File: config.mk
export PLATFORM = sky130hd
export DESIGN_NAME = count_tick_ctrl
export DESIGN_NICKNAME = d
export VERILOG_FILES = /design/src/rtl/count_tick_pkg.sv /design/src/rtl/btn_debounce.sv /design/src/rtl/count_tick_ctrl.sv
export SDC_FILE = /design/constraint.sdc
export NUM_CORES = 1
export LEC_CHECK = 0
export CORE_AREA = 2 2 88 90
export CTS_CLUSTER_SIZE = 12
export DETAILED_ROUTE_END_ITERATION = 8
export DIE_AREA = 0 0 90 92
export MAX_ROUTING_LAYER = met4
export SLEW_MARGIN = 20
export SYNTH_ARGS = -nofsm -noshare
export SYNTH_HDL_FRONTEND = slang
export SYNTH_SLANG_ARGS = --single-unit
File: constraint.sdc
create_clock -name clk -period 2.75 [get_ports clk]
set_clock_uncertainty 0.1 [all_clocks]
set_input_delay 0.6875 -clock clk [delete_from_list [all_inputs] [get_ports clk]]
set_output_delay 0.6875 -clock clk [all_outputs]
set_load 0.02 [all_outputs]
File: src/rtl/count_tick_pkg.sv
// Shared types and helpers for the counter tick controller.
// FSM state encoding, synchroniser depth and prescaler width helper.
package count_tick_pkg;

   typedef enum logic {
      PAUSED  = 1'b0,
      RUNNING = 1'b1
   } state_t;

   localparam int SYNC_STAGES = 2;

   function automatic int div_cnt_width(input int div);
      return (div > 2) ? $clog2(div) : 1;
   endfunction

endpackage

File: src/rtl/btn_debounce.sv
// Button conditioner: 2-flop synchroniser, stability debouncer, rising-edge press pulse.
// Raw edge to press pulse is SYNC_STAGES + DEB_CYCLES + 1 cycles; glitches shorter than DEB_CYCLES are dropped.
module btn_debounce
   import count_tick_pkg::*;
#(
   parameter int DEB_CYCLES = 1_000_000
) (
   input  logic clk,
   input  logic reset,
   input  logic btn_raw,
   output logic level,
   output logic press
);

   localparam int CW = $clog2(DEB_CYCLES + 1);

   logic [SYNC_STAGES-1:0] sync;
   logic [CW-1:0]          cnt;
   logic                   level_q;
   logic                   synced;

   assign synced = sync[SYNC_STAGES-1];

   always_ff @(posedge clk) begin
      if (reset) begin
         sync    <= '0;
         cnt     <= '0;
         level   <= 1'b0;
         level_q <= 1'b0;
         press   <= 1'b0;
      end else begin
         sync    <= {sync[SYNC_STAGES-2:0], btn_raw};
         level_q <= level;
         press   <= level & ~level_q;
         // Any sample agreeing with the accepted level restarts the stability window.
         if (synced == level) begin
            cnt <= '0;
         end else if (cnt == CW'(DEB_CYCLES - 1)) begin
            level <= synced;
            cnt   <= '0;
         end else begin
            cnt <= cnt + CW'(1);
         end
      end
   end

endmodule

File: src/rtl/count_tick_ctrl.sv
// Run/pause and single-step tick generator feeding the T-flip-flop counter's LSB enable.
// tick is a registered 1-cycle pulse: DIV-periodic while RUNNING, one per step press while PAUSED.
module count_tick_ctrl
   import count_tick_pkg::*;
#(
   parameter int DIV        = 50_000_000,
   parameter int DEB_CYCLES = 1_000_000
) (
   input  logic clk,
   input  logic reset,
   input  logic btn_run,
   input  logic btn_step,
   output logic tick,
   output logic running
);

   localparam int DW = div_cnt_width(DIV);

   logic [1:0]    unused_levels;
   logic          run_press;
   logic          step_press;
   state_t        state;
   state_t        state_nxt;
   logic [DW-1:0] div_cnt;
   logic [DW-1:0] div_nxt;
   logic          tick_nxt;

   btn_debounce #(.DEB_CYCLES(DEB_CYCLES)) u_run_btn (
      .clk     (clk),
      .reset   (reset),
      .btn_raw (btn_run),
      .level   (unused_levels[0]),
      .press   (run_press)
   );

   btn_debounce #(.DEB_CYCLES(DEB_CYCLES)) u_step_btn (
      .clk     (clk),
      .reset   (reset),
      .btn_raw (btn_step),
      .level   (unused_levels[1]),
      .press   (step_press)
   );

   always_ff @(posedge clk) begin
      if (reset) begin
         state   <= PAUSED;
         div_cnt <= '0;
         tick    <= 1'b0;
         running <= 1'b0;
      end else begin
         state   <= state_nxt;
         div_cnt <= div_nxt;
         tick    <= tick_nxt;
         running <= (state_nxt == RUNNING);
      end
   end

   // div_cnt defaults to 0 so every pause/run transition restarts the prescaler phase.
   always_comb begin
      state_nxt = state;
      div_nxt   = '0;
      tick_nxt  = 1'b0;
      unique case (state)
         PAUSED: begin
            if (run_press) begin
               state_nxt = RUNNING;
            end else begin
               tick_nxt = step_press;
            end
         end
         RUNNING: begin
            if (run_press) begin
               state_nxt = PAUSED;
            end else if (div_cnt == DW'(DIV - 1)) begin
               tick_nxt = 1'b1;
            end else begin
               div_nxt = div_cnt + DW'(1);
            end
         end
         default: state_nxt = PAUSED;
      endcase
   end

endmodule

==> results.md, run 1 <==
- The global-route usage over all layers is 16.46%.
- After filler insertion, the fill cell instance count of the layout stands at 730.
- Max-cap violations in this run came to 0.
- After synthesis the netlist holds a flip-flop and latch count of 78.
- The accumulated negative setup slack is 0 ns.
- The number of sinks handled by clock tree synthesis is 78.
- In the final routed layout, each cell accounts on average for 12.20 um.
- The number of warnings issued by yosys is 0.
- After clock tree synthesis, the clock-pin slew on the worst setup and hold paths is 0.07 ns.
- The wire length of the first global-routing pass is 10.94 mm.
- Setup violations remaining at the end of the flow were counted as 0.
- The reg2reg setup slack is 0.61 ns.
- The H-tree was split into 3 levels.
- The final worst hold slack is 0.2862 ns.
- The hold-critical path endpoint is u_step_btn.press.
- The cell taking the most area after synthesis is dfxtp_1.
- The dominant cell by count in the synthesized netlist is dfxtp_1.
- By count the netlist is led by 78 x dfxtp_1, 46 x nor2_1, 27 x a21oi_1, 25 x nand3_1, 24 x xor2_1.
- The data required time of the worst path is 1.96 ns.
- The root buffer selected by CTS is clkbuf_8.
- Static timing analysis puts the maximum clock frequency at 460.7 MHz.
- The number of library cell types mapped by synthesis is 34.
- The total of buffers placed on input and output ports is 5.
- The share of Yosys cell area claimed by the top area cell type is 46.55%.
- The worst supply voltage drop on vdd is 0.2402 mV.
- The worst setup path is of the register to output pin kind.
- Using the TritonRoute via totals, the vias-per-cell ratio works out to 5.351.
- From synthesis to final layout, the design area changed by 11.97%.
- The count of mapped cells out of synthesis is 386.
- 0 antenna diodes ended up in the layout.
- The completed layout was analyzed and its total power is 2.099 mW.
- The number of global-route vias before repair came to 2496.
- The total iterations of the first detailed-routing run is 4.
- During I/O placement, the number of pins put on the boundary was 6.
- The area of the core is 7447 um^2.
- Sequential elements use 46.55% of the synthesized area.
- The count of flip-flops with a built-in enable after synthesis is 0.
- The final period demand of the worst path is 2.170 ns.
- The final max-slew violation count is 0.
- The buffering stage count on the worst path with inverters included is 1.
- For this run, the leading register cell type out of synthesis is dfxtp_1.
- The worst setup path is captured at an output pin.
- For this design, the CTS-stage hold fixing added 0 buffers.
- The initial antenna violation count is 0.
- The delay of the slowest cell on the worst path is 0.66 ns.
- Global routing finished with a remaining overflow of 0.
- The CTS tree is yes.
- The number of gates resized after cts is 0.
- The normalized max-slew margin is 61.16%.
- The final-stage net count is 403.
- Setup repair after global routing left no endpoint under its margin.
- The starting DRC count in detailed routing is 80.
- The endpoint identified for the worst register-to-register timing path is div_cnt[25].
- Entering global routing, the biggest net connects 21 pins.
- Across all setup checks in the final design, the least slack found is 0.5796 ns.
- OpenSTA, run right after detailed placement, puts the worst setup slack at 0.6244 ns.
- For the pin with the worst max-slew slack, the measured transition is 0.5772 ns.
- The later pin in the worst-skew pair is clocked with a latency of 0.34 ns.
- The tightest min-delay check is of the register to register type.
- The largest fanout on the critical path is 4.
- The CTS buffer count is 9.
- The number of cell instances on the worst register-to-register path is 4.
- The critical path goes through clkdlybuf4s50_1.
- The nature of the critical path startpoint is a register.
- The flow ran to the end, and the final reports show no timing, DRC or antenna violations.
- The post-synthesis average cell area is 8.690 um^2.
- The global placement routability congestion is 0.8122.
- Once placement finished, the instance area stood at 3535 um^2.
- In this run the vertical extent of the chip is 92 um.
- In this run the horizontal extent of the chip is 90 um.
- Dividing total power by cell area gives a power density of 558.9 nW/um^2.
- The detail route stage leaves a number of antenna-violating nets equal to 0.
- STA puts the critical path data arrival time at 1.38 ns.
- The origin of the critical flop-to-flop path is div_cnt[8].
- The total nets after synthesis is 393.
- The leakage power summed over all cells is 1.153 nW.
- The proportion of synthesized flip-flops having asynchronous set or reset is 0%.
- No sink is reached through more buffers than the 2 on the longest clock path.
- The floorplan has 32 rows.
- Along the worst hold path, the cell count comes to 1.
- Yosys attributes the largest share of cell area to dfxtp_1 47%, xor2_1 6.3%, nor2_1 5.1%.
- The cell class contributing the biggest share of worst-path delay is buffers and inverters.
- The die footprint is 8280 um^2.
- After detailed routing, the number of remaining DRC violations is 0.
- The wire-length estimate of the detail-placed layout is 4.326 mm.
- For this configuration, the core starts out at a cell density of 45.04%.
- The start point of the worst hold path is u_step_btn.level_q.
- The via count is 2686.
- Summing all non-filler instances in the final layout gives an area of 3756 um^2.
- The mapped netlist covers 3354 um^2.
- The number of failing hold endpoints at the final stage was 0.
- The worst-path cell with the longest stage delay is clkdlybuf4s50_1.
- The final cycle utilization of the critical path is 78.92%.
- The post-detailed-routing wire length is 6.126 mm.
- The count of buffers added by post-CTS timing repair for setup is 0.
- In the final layout, the share of cells above drive strength 1 is 7.000%.
metrics by stage:
stage               util, %  std cells
finish                50.44        502
global route          50.44        502
CTS                   50.44        502
detailed placement    47.46        487
global placement      47.46        487
floorplan                 -        386
report_power, final:
part	internal, mW	switching, mW
Clock	0.553	0.394
Combinational	0.00896	0.0102
Sequential	1.13	0.00165
worst max-delay path by stage:
stage / startpoint / end / cells past startpoint
CTS: state / running / 1
floorplan: div_cnt[0] / div_cnt[10] / 7
detailed placement: reset / div_cnt[7] / 5
global placement: reset / u_step_btn.cnt[10] / 6
global route: div_cnt[7] / div_cnt[23] / 4
finish: state / running / 1
metal layers:
metal | track usage [%] | vias up | wire length, um
met4 | 6.538 | 0 | 78
met3 | 4.601 | 7 | 165
met5 | - | - | 0
li1 | - | 1394 | -
met2 | 25.63 | 23 | 2812
met1 | 20.34 | 1262 | 3070
registers in the layout, summed over array words and instances, names as in the netlist:
register            cells
u_run_btn.cnt          20
state                   1
tick                    1
u_run_btn.press         1
u_step_btn.level_q      1
u_step_btn.cnt         20
u_run_btn.level_q       1
u_step_btn.level        1
u_run_btn.level         1
div_cnt                26
u_run_btn.sync          2
u_step_btn.press        1
u_step_btn.sync         2
area by class of cell:
| class | count | area (um^2) | area share [%] |
|---|---|---|---|
| Multi-Input combinational cell | 281 | 1690 | 45.00 |
| Clock buffer | 11 | 151.4 | 4.031 |
| Sequential cell | 78 | 1562 | 41.57 |
| Tap cell | 102 | 127.6 | 3.398 |
| Clock inverter | 4 | 70.07 | 1.865 |
| Inverter | 14 | 52.55 | 1.399 |
| Timing Repair Buffer | 12 | 102.6 | 2.732 |
worst register-to-register path: stages, from the launching register on:
cell,delay (ns)
dfxtp_1,0.46
nand4_2,0.16
or4_1,0.67
or4_1,0.54
a21oi_1,0.14
cells in the final DEF, fill, tap and decap left out, types with 2 or more instances in the layout:
cell type	netlist	final
nor4_1	4	4
o21ai_1	2	3
or4_1	12	12
clkinv_2	0	2
and4_1	5	5
xor2_1	24	24
nor3_1	6	6
nand2_1	17	17
nor2b_1	10	10
buf_4	0	7
and2_1	4	4
clkdlybuf4s50_1	0	5
nand4_1	19	19
o31ai_1	11	11
xnor2_1	13	13
nor4b_1	3	3
inv_1	14	14
ha_1	3	3
and3_1	10	10
dfxtp_1	78	78
bufinv_16	0	2
nor2_1	46	46
o21ai_0	16	15
or3_1	14	14
a21oi_1	27	27
nand3_1	25	25
clkbuf_8	0	11
kinds of logic (layout without fill, tap and decap cells):
logic type | count (synthesis) | count (layout) | share of synthesized area [%]
DFF | 78 | 78 | 46.55
AOI/OAI and AO/OA | 59 | 59 | 9.885
buffers and inverters | 27 | 41 | 3.058
adders and majority gates | 3 | 3 | 1.119
xor gates and xnor gates | 37 | 37 | 9.661
and+or+nand+nor | 182 | 182 | 29.73
(Power assumes the default switching activity.)
==> run 2, diff against run 1 <==
==> constraint.sdc (replaced) <==
create_clock -name clk -period 2 [get_ports clk]
set_clock_uncertainty 0.1 [all_clocks]
set_input_delay 0.5 -clock clk [delete_from_list [all_inputs] [get_ports clk]]
set_output_delay 0.5 -clock clk [all_outputs]
set_load 0.02 [all_outputs]
==> run 2 against run 1 <==
Against the previous run: setup slack got worse by 0.47 ns; clock power increased by 19%; hold slack got worse by 0.0046 ns.
==> results.md, run 2 (synthesis gave the netlist of run 1 again) <==
- The CTS buffer count came to 9 (unchanged).
- The die footprint is 8280 um^2 (unchanged).
- The largest net degree at the start of global routing is 20 (-4.8%).
- The wire length of the first global-routing pass is 11.23 mm (+2.7%).
- The maximum frequency from static timing analysis is 529.2 MHz.
- The max capacitance violation total is 0 (unchanged).
- The worst path arrival time was 1.29 ns (-0.09 ns).
- The final max-slew violation count is 0 (unchanged).
- The nature of the critical path startpoint is a register.
- The global route total overflow was 0 (unchanged).
- The total of buffers placed on input and output ports is 5 (unchanged).
- The vertical die dimension is 92 um (unchanged).
- The normalized max-slew margin is 60.73% (-0.43 points).
- The slowest stage of the critical path belongs to the cell clkdlybuf4s50_1.
- The signal on the critical path passes through clkdlybuf4s50_1.
- The buffering stage count on the worst path with inverters included is 1 (unchanged).
- The count of final setup violators came to 0 (unchanged).
- The clock-pin slew on the worst setup and hold paths is 0.08 ns (about the same).
- The largest register by flop count is div_cnt.
- The core occupancy in the finished layout was 52.87% (+2.4 points).
- The number of routed nets with antenna violations is 0 (unchanged).
- The total iterations of the first detailed-routing run is 4 (unchanged).
- The via count is 2803 (+4.4%).
- The accumulated negative setup slack is 0 ns (unchanged).
- The number of remaining DRC errors is 0 (unchanged).
- The slew at the pin closest to its max-slew limit came to 0.5837 ns (+0.006442 ns).
- The delay of the slowest cell on the worst path is 0.60 ns (-0.06 ns).
- The final-stage net count is 428 (+6.2%).
- In the layout the commonest cells are 78 x dfxtp_1, 46 x nor2_1, 30 x buf_4, 27 x a21oi_1, 25 x nand3_1.
- The global-route usage over all layers is 16.96% (+0.50 points).
- The area of the core was 7447 um^2 (unchanged).
- The number of global-route vias before repair is 2568 (+2.9%).
- Setup repair after global routing left no endpoint under its margin.
- The detail-routed via count per cell is 5.319 (-0.59%).
- The initial antenna violation count was 0 (unchanged).
- The number of filler instances in the final layout is 721 (-1.2%).
- The layout overhead on the synthesized area is 17.38%.
- In the final layout, the registers with the most flip-flops are div_cnt (26), u_run_btn.cnt (20), u_step_btn.cnt (20).
- The cell family contributing the most delay on the critical path is buffers and inverters.
- The power per standard cell area is 691.7 nW/um^2 (+24%).
- The tree is rooted in a clkbuf_8.
- The clock insertion delay at the later pin of the skew report came to 0.34 ns (about the same).
- The total power of the final layout is 2.724 mW (+30%).
- The number of placed I/O pins was 6 (unchanged).
- The global placement routability congestion is 0.8490 (+4.5%).
- The detailed placer's ending HPWL is 4.439 mm (+2.6%).
- In the finished design, the share of the clock period the worst path needs comes to 94.49%.
- The largest buffer count on any clock path is 2 (unchanged).
- The width of the die is 90 um (unchanged).
- The starting DRC count in detailed routing is 115 (+44%).
- The CTS tree is yes.
- The post-place setup slack is 0.05471 ns (-0.5697 ns).
- The data required time of the worst path is 1.40 ns (-0.56 ns).
- The reg2reg setup slack is 0.11 ns (-0.50 ns).
- The number of flip-flops under the largest register name is 26 (unchanged).
- The final worst slack is 0.1102 ns (-0.4694 ns).
- The number of failing hold endpoints at the final stage came to 0 (unchanged).
- The routed length per placed instance is 11.81 um (-3.2%).
- The final period demand of the worst path is 1.890 ns.
- The share of cells above drive strength 1 is 12.94% (+5.9 points).
- The post-detailed-routing wire length came to 6.224 mm (+1.6%).
- The starting density of the core is 45.04% (unchanged).
- The number of sinks handled by clock tree synthesis is 78 (unchanged).
- The diode insertion count for antenna repair is 0 (unchanged).
- The H-tree level count was 3 (unchanged).
- The kind of capture point of the worst setup path is an output pin.
- The kind of critical path is register to output pin.
- The worst supply voltage drop on vdd was 0.5012 mV (+110%).
- The library cell used most frequently in the layout, excluding fill and tap cells, is dfxtp_1.
- In this run the worst hold path is classified as register to register.
- The leakage power summed over all cells was 1.278 nW (+11%).
- The hold buffer count at cts is 0 (unchanged).
- The site row count came to 32 (unchanged).
- The run finished with clean final reports.
- The largest fanout on the critical path is 1 (-3).
-- run 2: layout make-up --
class	count	area, um^2	area share (%)
repair buffers	37	305.3	7.753
multi-input cells	281	1702	43.22
clock buffers	11	141.4	3.591
clock inverters	4	47.55	1.207
well taps	102	127.6	3.241
flip-flops and latches	78	1562	39.66
inverters	14	52.55	1.335
-- run 2: final timing paths --
path / startpoint / endpoint / depth (start not counted)
setup / recovery: tick / tick / 1
setup reg to reg: u_step_btn.cnt[16] / u_step_btn.level / 4
hold reg to reg: u_run_btn.level_q / u_run_btn.press / 1
hold / removal: u_run_btn.level_q / u_run_btn.press / 1
-- run 2: per-layer routing --
metal	global-route usage, %	part of all wire (%)	vias to the layer above
met3	4.355	3.0	13
met2	26.94	46	36
met1	20.59	49	1303
li1	-	-	1451
met5	-	0	-
met4	7.179	2.0	0
-- run 2: where the power goes --
group / total [mW] / internal (mW) / leakage (nW) / switching [mW]
logic: 0.0322 / 0.0172 / 0.554 / 0.0150
registers: 1.56 / 1.56 / 0.629 / 0.00232
clock network: 1.13 / 0.600 / 0.0952 / 0.532
-- run 2: stage by stage --
step	instances	cell area [um^2]	hold WS (ns)
floorplan	386	3358	0.2674
global placement	510	3724	0.2715
detailed placement	510	3724	0.2742
CTS	525	3911	0.2858
global route	527	3938	0.3035
finish	527	3938	0.2816
-- run 2: repair_timing --
item,CTS,global route
resized for setup,1,3
buffers inserted,0,2
pin swaps,0,1
endpoints found under the setup margin,1,21
